File: src/rtl/tpu_pkg.sv
// tpu_pkg: shared sequencer state encoding, feed length, element indices and width defaults
package tpu_pkg;
  localparam int DATA_W_DEF = 8;
  localparam int C_W_DEF = 8;
  localparam int FEED_STEPS = 4;
  localparam int IDX_00 = 0;
  localparam int IDX_01 = 1;
  localparam int IDX_10 = 2;
  localparam int IDX_11 = 3;
  typedef enum logic [2:0] {S_IDLE, S_LOAD, S_CLEAR, S_FEED, S_CAPTURE, S_DONE} seq_state_t;
endpackage

File: src/rtl/tpu_skew_feeder.sv
// tpu_skew_feeder: maps feed step and A/B registers to skewed PE edge operands
module tpu_skew_feeder
  import tpu_pkg::*;
#(
  parameter int DATA_W = DATA_W_DEF
) (
  input  logic                    en,
  input  logic [1:0]              step,
  input  logic [3:0][DATA_W-1:0]  a,
  input  logic [3:0][DATA_W-1:0]  b,
  output logic [2*DATA_W-1:0]     pe_a_in,
  output logic [2*DATA_W-1:0]     pe_b_in
);
  localparam logic [DATA_W-1:0] Z = '0;
  assign pe_a_in = !en ? '0 :
                   step == 2'd0 ? {Z, a[IDX_00]} :
                   step == 2'd1 ? {a[IDX_10], a[IDX_01]} :
                   step == 2'd2 ? {a[IDX_11], Z} : '0;
  assign pe_b_in = !en ? '0 :
                   step == 2'd0 ? {Z, b[IDX_00]} :
                   step == 2'd1 ? {b[IDX_01], b[IDX_10]} :
                   step == 2'd2 ? {b[IDX_11], Z} : '0;
endmodule

File: src/rtl/tpu_sequencer.sv
// tpu_sequencer: loads a 2x2 A/B job, drives the PE array with systolic skew, captures and serves C
module tpu_sequencer
  import tpu_pkg::*;
#(
  parameter int DATA_W = DATA_W_DEF,
  parameter int C_W = C_W_DEF
) (
  input  logic                clk,
  input  logic                rst_n,
  input  logic                load_en,
  input  logic                load_sel_ab,
  input  logic [1:0]          load_index,
  input  logic [DATA_W-1:0]   in_data,
  input  logic                output_en,
  input  logic [1:0]          output_sel,
  output logic [DATA_W-1:0]   out_data,
  output logic                done,
  output logic                busy,
  output logic                pe_clear,
  output logic                pe_en,
  output logic [2*DATA_W-1:0] pe_a_in,
  output logic [2*DATA_W-1:0] pe_b_in,
  input  logic [4*C_W-1:0]    pe_c
);
  seq_state_t state_q, state_d;
  logic [1:0] step_q, step_d;
  logic [3:0][DATA_W-1:0] a_q, a_d, b_q, b_d;
  logic [3:0][C_W-1:0] c_q, c_d;
  logic [7:0] valid_q, valid_d;
  logic wr;
  assign wr = load_en && (state_q inside {S_IDLE, S_LOAD, S_DONE});
  always_comb begin
    state_d = state_q;
    step_d = step_q;
    a_d = a_q;
    b_d = b_q;
    c_d = c_q;
    valid_d = valid_q;
    if (wr) begin
      valid_d = (state_q == S_DONE ? 8'h00 : valid_q) | (8'h01 << {load_sel_ab, load_index});
      if (load_sel_ab) b_d[load_index] = in_data;
      else a_d[load_index] = in_data;
      state_d = &valid_d ? S_CLEAR : S_LOAD;
    end
    if (state_q == S_CLEAR) begin
      state_d = S_FEED;
      step_d = '0;
    end
    if (state_q == S_FEED) begin
      state_d = step_q == 2'(FEED_STEPS - 1) ? S_CAPTURE : S_FEED;
      step_d = step_q == 2'(FEED_STEPS - 1) ? step_q : step_q + 2'd1;
    end
    if (state_q == S_CAPTURE) begin
      c_d = pe_c;
      state_d = S_DONE;
    end
  end
  always_ff @(posedge clk) begin
    if (!rst_n) begin
      state_q <= S_IDLE;
      step_q <= '0;
      a_q <= '0;
      b_q <= '0;
      c_q <= '0;
      valid_q <= '0;
    end else begin
      state_q <= state_d;
      step_q <= step_d;
      a_q <= a_d;
      b_q <= b_d;
      c_q <= c_d;
      valid_q <= valid_d;
    end
  end
  assign done = state_q == S_DONE;
  assign busy = state_q inside {S_CLEAR, S_FEED, S_CAPTURE};
  assign pe_clear = state_q == S_CLEAR;
  assign pe_en = state_q == S_FEED;
  assign out_data = output_en ? DATA_W'(c_q[output_sel]) : '0;
  tpu_skew_feeder #(.DATA_W(DATA_W)) u_feeder (
    .en(state_q == S_FEED),
    .step(step_q),
    .a(a_q),
    .b(b_q),
    .pe_a_in(pe_a_in),
    .pe_b_in(pe_b_in)
  );
endmodule
File: config.mk
export PLATFORM = sky130hd
export DESIGN_NAME = tpu_sequencer
export DESIGN_NICKNAME = d
export VERILOG_FILES = /design/src/rtl/tpu_pkg.sv /design/src/rtl/tpu_skew_feeder.sv /design/src/rtl/tpu_sequencer.sv
export SDC_FILE = /design/constraint.sdc
export NUM_CORES = 1
export LEC_CHECK = 0
export ABC_AREA = 0
export ABC_CLOCK_PERIOD_IN_PS = 1840
export BUFFER_PORTS_ARGS = -buffer_cell sky130_fd_sc_hd__clkbuf_2
export CAP_MARGIN = 20
export CORE_MARGIN = 1.5
export CORE_UTILIZATION = 25
export DETAILED_ROUTE_END_ITERATION = 8
export PLACE_DENSITY = 0.46
export SLEW_MARGIN = 40
export SYNTH_ARGS = -nofsm -noshare
export SYNTH_HDL_FRONTEND = slang
export SYNTH_HIERARCHICAL = 1
export SYNTH_SLANG_ARGS = --single-unit
File: constraint.sdc
create_clock -name clk -period 1.84 [get_ports clk]
set_clock_uncertainty 0.15 [all_clocks]
set_input_delay 0.368 -clock clk [delete_from_list [all_inputs] [get_ports clk]]
set_output_delay 0.368 -clock clk [all_outputs]
set_load 0.01 [all_outputs]
==> flow_summary.ini, run 1 <==
[global_routing]
first_global_vias = 4244
grtUsageTotal_pct = 12.7
overflow = 0
grt_max_degree = 33
antenna_found_initial = 0
grt_pass1_wl_mm = 22.0

[floorplanning]
die-area_um2 = 22300
start_util_pct = 25.5
io_pins = 93
die_x_um = 149
die_h_um = 149
rows = 53
core_um2 = 21000

[critical_path]
worstReg2RegStart = state_q[2]
reg2reg_depth = 8
cpMaxStageDelayCell = dfxtp_2
crit_required_ns = 1.32
start_kind = flop
worstSetupStartpoint = state_q[1]
cp_slowest_stage_delay_ns = 0.33
cp_max_fo = 5
cp.arrival_ns = 1.55
worstPathCellList = nor2b_4 -> nand2_4 -> inv_8 -> buf_6 -> nand2_1 -> o22ai_1 -> buf_2
critPathCaptureType = primary output
worstSetupPathType = flop to primary output

[placed_design]
globalplace.congestion = 0.746
placed_cell_area_um2 = 6340
portBuffers = 92
dp_hpwl_mm = 10.2

[logic_synthesis]
synthXorXnorAreaFrac_pct = 0.163
synth_top_family_by_area = simple AND/OR/NAND/NOR gates
syn_inst = 585
synth_top_area_share_pct = 40.7
netlist_top_cells_count = 126 x nand2_1, 109 x dfxtp_1, 64 x mux2i_1
synth_nets = 635
synth_ff_type = dfxtp_1
synth-simple-area-share_pct = 24.5
muxShareOfSynthArea_pct = 15.3
synthArstFlopShare_pct = 0
yosysMostFrequentCell = nand2_1
synth_compound_area_share_pct = 12.6
synth_edf_count = 0
synth.area.top_cells = dfxtp_1 41%, mux2i_1 12%, nand2_1 8.8%, nor2b_1 6.5%, a21boi_0 5.9%
synthAdderAreaFrac_pct = 0.233
ys_warn_count = 6
synth_top_cell_by_area = dfxtp_1
ys_types = 45
ys_ff_latch = 109
synth-seq-area-share_pct = 40.7
netlist_area_um2 = 5360
avgSynthCellArea_um2 = 9.17

[clocking]
cts_root_buf = clkbuf_16
cts_hold_buffers = 0
cts_tree = built
cts_sinks = 109
clock_latency_ns = 0.35
cts.clk_slew.worst_paths_ns = 0.07
numCtsBuffers = 9
htreeDepth = 3
cts_buffer_depth = 2

[cells_and_area]
num_antenna_cells = 0
finish.utilization_pct = 33.2
design_area_um2 = 6980
area_growth_pct = 30.1
drive_gt1_share_pct = 33.9
layout.nets = 727

[routing]
drt_iter0_drc = 189
vias = 4243
wl_per_cell_um = 14.7
drc_errors = 0
firstDrtPassIters = 4
via_per_inst = 4.43
ant_nets = 0
routed_wl_mm = 14.1

[flow_run]
cap_violations = 0

[hold_path]
min_path_type = input pin to flop
hp-start = pe_c[29]
holdPathStages = 3

[sta]
setup_violations = 40
max_freq_mhz = 483
slew_viol_final = 0
worst_slew_pin_slew_ns = 0.578
timing.final.crit_share_pct = 112
max_slew_margin_pct = 61.4
rsz0062_at_grt = true
hold_viol = 0
fin_crit_ns = 2.07
setup_ws_ns = -0.229

[power]
p_per_area_nw_per_um2 = 687
power_mw = 4.80
ir_drop_v = 0.000409
total_leakage_power_nw = 2.53

[status]
status = finished, violations left
violations = setup timing
==> what timing repair did <==
action	in CTS	in global routing
endpoints found under the setup margin	43	80
pin swaps	11	5
endpoints found under the hold margin	0	0
setup buffers	5	2
cloned	0	5
resized for setup	30	54
==> path summary, 6_finish.rpt <==
kind / slack [ns] / endpoint
hold reg to reg: 0.31 / a_q[13]
setup / recovery: -0.23 / pe_a_in[9]
hold / removal: 0.09 / c_q[29]
setup reg to reg: 0.11 / b_q[9]
==> layout by cell type, fill, tap and decap left out, types with 4 or more instances in the layout <==
master     instances
nor2b_1           55
nor2_1             8
clkbuf_16         11
a21boi_0          42
buf_12            14
dfxtp_1           96
nor2_4            11
clkbuf_2          71
dfxtp_2           12
a21oi_1            8
mux2i_1           63
nand3_1           17
mux4_2             8
nand2_2            6
nand2_4            4
o22ai_2           14
and2_4             5
buf_2             15
buf_6             15
a21boi_1          12
buf_4             18
nand2_1          118
nand2b_4           5
==> power breakdown <==
group,switching [mW],leakage (nW),internal (mW)
registers,0.0233,0.888,2.39
logic,0.185,1.50,0.181
clock network,0.931,0.147,1.08
total,1.14,2.53,3.66
==> layout make-up <==
class                   count  area, um^2
fillers                  2181       14000
multi-input cells         418        3040
flip-flops and latches    109        2200
repair buffers            135        1060
well taps                 275         344
clock buffers              10         229
clock inverters             6        77.6
inverters                   3        18.8
repair inverters            1        8.76
==> registers in the layout, indices dropped and copies added (netlist names) <==
signal and cells:
b_q 32, c_q 32, valid_q 8, a_q 32, step_q 2, state_q 3
==> layer usage <==
layer	wire, um	global-route usage, %
met1	6460	16.3
met2	7000	21.4
met3	353	1.80
met4	238	4.95
met5	0	0
==> logic make-up after synthesis <==
group | count (synthesis)
AND/OR/NAND/NOR | 256
flip-flops | 109
AO/OA/AOI/OAI | 88
multiplexers | 72
buffers and inverters | 58
XOR/XNOR | 1
adder cells (fa/ha/maj) | 1
==> per-stage QoR <==
step	instances	setup WS [ns]	hold WS, ns	setup TNS, ns
floorplan	585	0.00698	0.282	0
global placement	930	-0.0556	0.292	-0.422
detailed placement	930	-0.0847	0.298	-0.569
CTS	951	-0.289	0.0706	-8.73
global route	957	-0.292	0.0897	-9.50
finish	957	-0.229	0.0888	-6.81
==> worst max-delay path, delay by kind of cell (launching register included) <==
family                 cells  cell delay (ns)
AOI/OAI and AO/OA          1             0.17
buffers and inverters      3             0.38
DFF                        1             0.33
and+or+nand+nor            3             0.33
Power figures use the tool's default switching activity.
==> inputs of run 2 (changes only) <==
--- a/config.mk
+++ b/config.mk
@@ -9,12 +9,13 @@
 export ABC_CLOCK_PERIOD_IN_PS = 1840
 export BUFFER_PORTS_ARGS = -buffer_cell sky130_fd_sc_hd__clkbuf_2
 export CAP_MARGIN = 20
+export CELL_PAD_IN_SITES_DETAIL_PLACEMENT = 0
+export CELL_PAD_IN_SITES_GLOBAL_PLACEMENT = 2
 export CORE_MARGIN = 1.5
 export CORE_UTILIZATION = 25
 export DETAILED_ROUTE_END_ITERATION = 8
-export PLACE_DENSITY = 0.46
+export PLACE_DENSITY = 0.68
 export SLEW_MARGIN = 40
 export SYNTH_ARGS = -nofsm -noshare
 export SYNTH_HDL_FRONTEND = slang
-export SYNTH_HIERARCHICAL = 1
 export SYNTH_SLANG_ARGS = --single-unit
==> run 2 against run 1 <==
The flow still finishes with violations (setup timing). Final area grew 6.2%. Flip-flop and latch count is the same. Routed wire length grew 11%. Global-route usage grew 1.6 points. Via count grew 10%. Sequential power is essentially flat. Area after synthesis shrank 0.40%. Highest routed layer unchanged.
==> flow_summary.ini, run 2 <==
[critical_path]
worstReg2RegStart = state_q[2]
reg2reg_depth = 8
crit_required_ns = 1.32
crit_family = buffers and inverters
worstPathCellList = buf_6 -> ha_4 -> buf_12 -> buf_12 -> nand2_2 -> nor2_1 -> a21oi_1 -> nor2_1 -> buf_2
cp_max_fo = 8
critPathCaptureType = primary output
worst-path-stages = 9
cpMaxStageDelayCell = dfxtp_4
worstSetupStartpoint = step_q[0]
r2r_setup_slack_ns = 0.12
cp_slowest_stage_delay_ns = 0.36
cp.arrival_ns = 1.71
r2r-end = b_q[6]
start_kind = flop
cp_num_buf_inv = 4
worstSetupPathType = flop to primary output
cp-endpoint = pe_a_in[0]

[cells_and_area]
reg.largest.list = a_q (32), b_q (32), c_q (32)
area_growth_pct = 38.8
finish.utilization_pct = 35.3
layout.nets = 795
drive_gt1_share_pct = 37.3
layout_commonest_cell = nand2_1
fin_cells = 1022
final_cell_mix = 119 x nand2_1, 96 x dfxtp_1, 59 x a21boi_0, 52 x clkbuf_2, 50 x nor2b_1
num_antenna_cells = 0

[sta]
hold_viol = 0
slew_viol_final = 0
max_slew_margin_pct = 69.8
fin_crit_ns = 2.23
max_freq_mhz = 448
timing.final.crit_share_pct = 121
worst_slew_pin_slew_ns = 0.454
rsz0062_at_grt = true
setup_ws_ns = -0.391
setup_violations = 40

[floorplanning]
die-area_um2 = 22300
io_pins = 93
die_h_um = 149
rows = 53
die_x_um = 149
core_um2 = 21000
start_util_pct = 25.4

[routing]
vias = 4686
firstDrtPassIters = 4
ant_nets = 0
wl_per_cell_um = 15.2
routed_wl_mm = 15.6
drc_errors = 0
via_per_inst = 4.59
drt_iter0_drc = 136

[logic_synthesis]
yosysMostFrequentCell = nand2_1
netlist_area_um2 = 5340
synthArstFlopShare_pct = 0
avgSynthCellArea_um2 = 8.27
synth_top_area_share_pct = 40.8
synth_top_cell_by_area = dfxtp_1
syn_inst = 646
synth_nets = 699
synth-seq-area-share_pct = 40.8
ys_warn_count = 0
synth.area.top_cells = dfxtp_1 41%, nand2_1 9.2%, a21boi_0 8.3%, mux2i_1 7.5%, nor2b_1 6.0%
netlist_top_cells_count = 131 x nand2_1, 109 x dfxtp_1, 68 x nor2_1
ys_types = 43
synth_ff_type = dfxtp_1
synth_edf_count = 0
ys_ff_latch = 109

[hold_path]
hp-start = pe_c[28]
min_path_type = input pin to flop

[flow_run]
cap_violations = 0

[status]
violations = setup timing
status = finished, violations left

[clocking]
cts.clk_slew.worst_paths_ns = 0.08
cts_root_buf = clkbuf_16
cts_sinks = 109
clock_latency_ns = 0.35
cts_tree = built
htreeDepth = 3
cts_buffer_depth = 2
cts_hold_buffers = 0
numCtsBuffers = 9

[global_routing]
overflow = 0
grt_max_degree = 111
grtUsageTotal_pct = 14.3
antenna_found_initial = 0
grt_pass1_wl_mm = 24.4
first_global_vias = 4538

[power]
total_leakage_power_nw = 2.69
ir_drop_v = 0.000412
p_per_area_nw_per_um2 = 630

[placed_design]
globalplace.congestion = 0.737
portBuffers = 92
dp_hpwl_mm = 10.2
dp_cells = 995
run 2: how the worst min path moves through the flow:
stage	end	slack (ns)	cells past startpoint
2_1_floorplan	c_q[12]	0.29	2
3_3_place_gp	c_q[29]	0.30	2
3_5_place_dp	c_q[23]	0.31	2
4_1_cts	c_q[28]	0.07	3
5_1_grt	c_q[20]	0.08	3
6_report	c_q[28]	0.07	3
run 2: stage by stage:
stage,TNS (ns),total power [mW],setup slack [ns],cell area (um^2),hold slack [ns]
floorplan,0,2.67,0.0000254,5440,0.290
global placement,-0.767,2.81,-0.112,6370,0.298
detailed placement,-2.09,2.82,-0.123,6370,0.307
CTS,-13.00,4.75,-0.424,7160,0.0670
global route,-14.38,4.87,-0.479,7420,0.0773
finish,-11.82,4.67,-0.391,7420,0.0732
run 2: logic make-up (layout without fill, tap and decap cells):
logic type                 after synthesis  after routing  share of synthesized area, %
and+or+nand+nor                        303            304                          27.2
AOI/OAI and AO/OA                      120            120                          14.5
DFF                                    109            109                          40.8
buffers and inverters                   61            161                          5.50
muxes                                   48             48                          10.9
adders and majority gates                4              4                         0.937
xor gates and xnor gates                 1              1                         0.164
run 2: tightest hold or removal path, delay by kind of cell:
family,cells,cell delay (ns)
AO/OA/AOI/OAI,1,0.06
buffers and inverters,1,0.08
AND/OR/NAND/NOR,1,0.04
run 2: layout make-up:
| class | count | area [um^2] |
|---|---|---|
| well taps | 275 | 344 |
| flip-flops and latches | 109 | 2210 |
| multi-input cells | 477 | 3370 |
| inverters | 3 | 13.8 |
| clock inverters | 5 | 41.3 |
| clock buffers | 11 | 243 |
| repair buffers | 142 | 1200 |
| fillers | 2159 | 13600 |
run 2: what timing repair did:
item | 4_1_cts | 5_1_grt
pin swaps | 40 | 24
endpoints found under the setup margin | 43 | 74
setup buffers | 7 | 6
gates cloned | 4 | 1
resized for setup | 100 | 102
run 2: per-layer routing:
layer  GRT usage, %  routed length [um]  vias up
met4           6.34                 420        0
met5              0                   0        -
met2           23.2                7330       91
met3           3.06                 665       24
li1               -                   -     2341
met1           18.1                7150     2230
run 2: power by group:
part	internal (mW)	switching (mW)
combinational	0.161	0.189
clock	0.970	0.936
sequential	2.39	0.0249
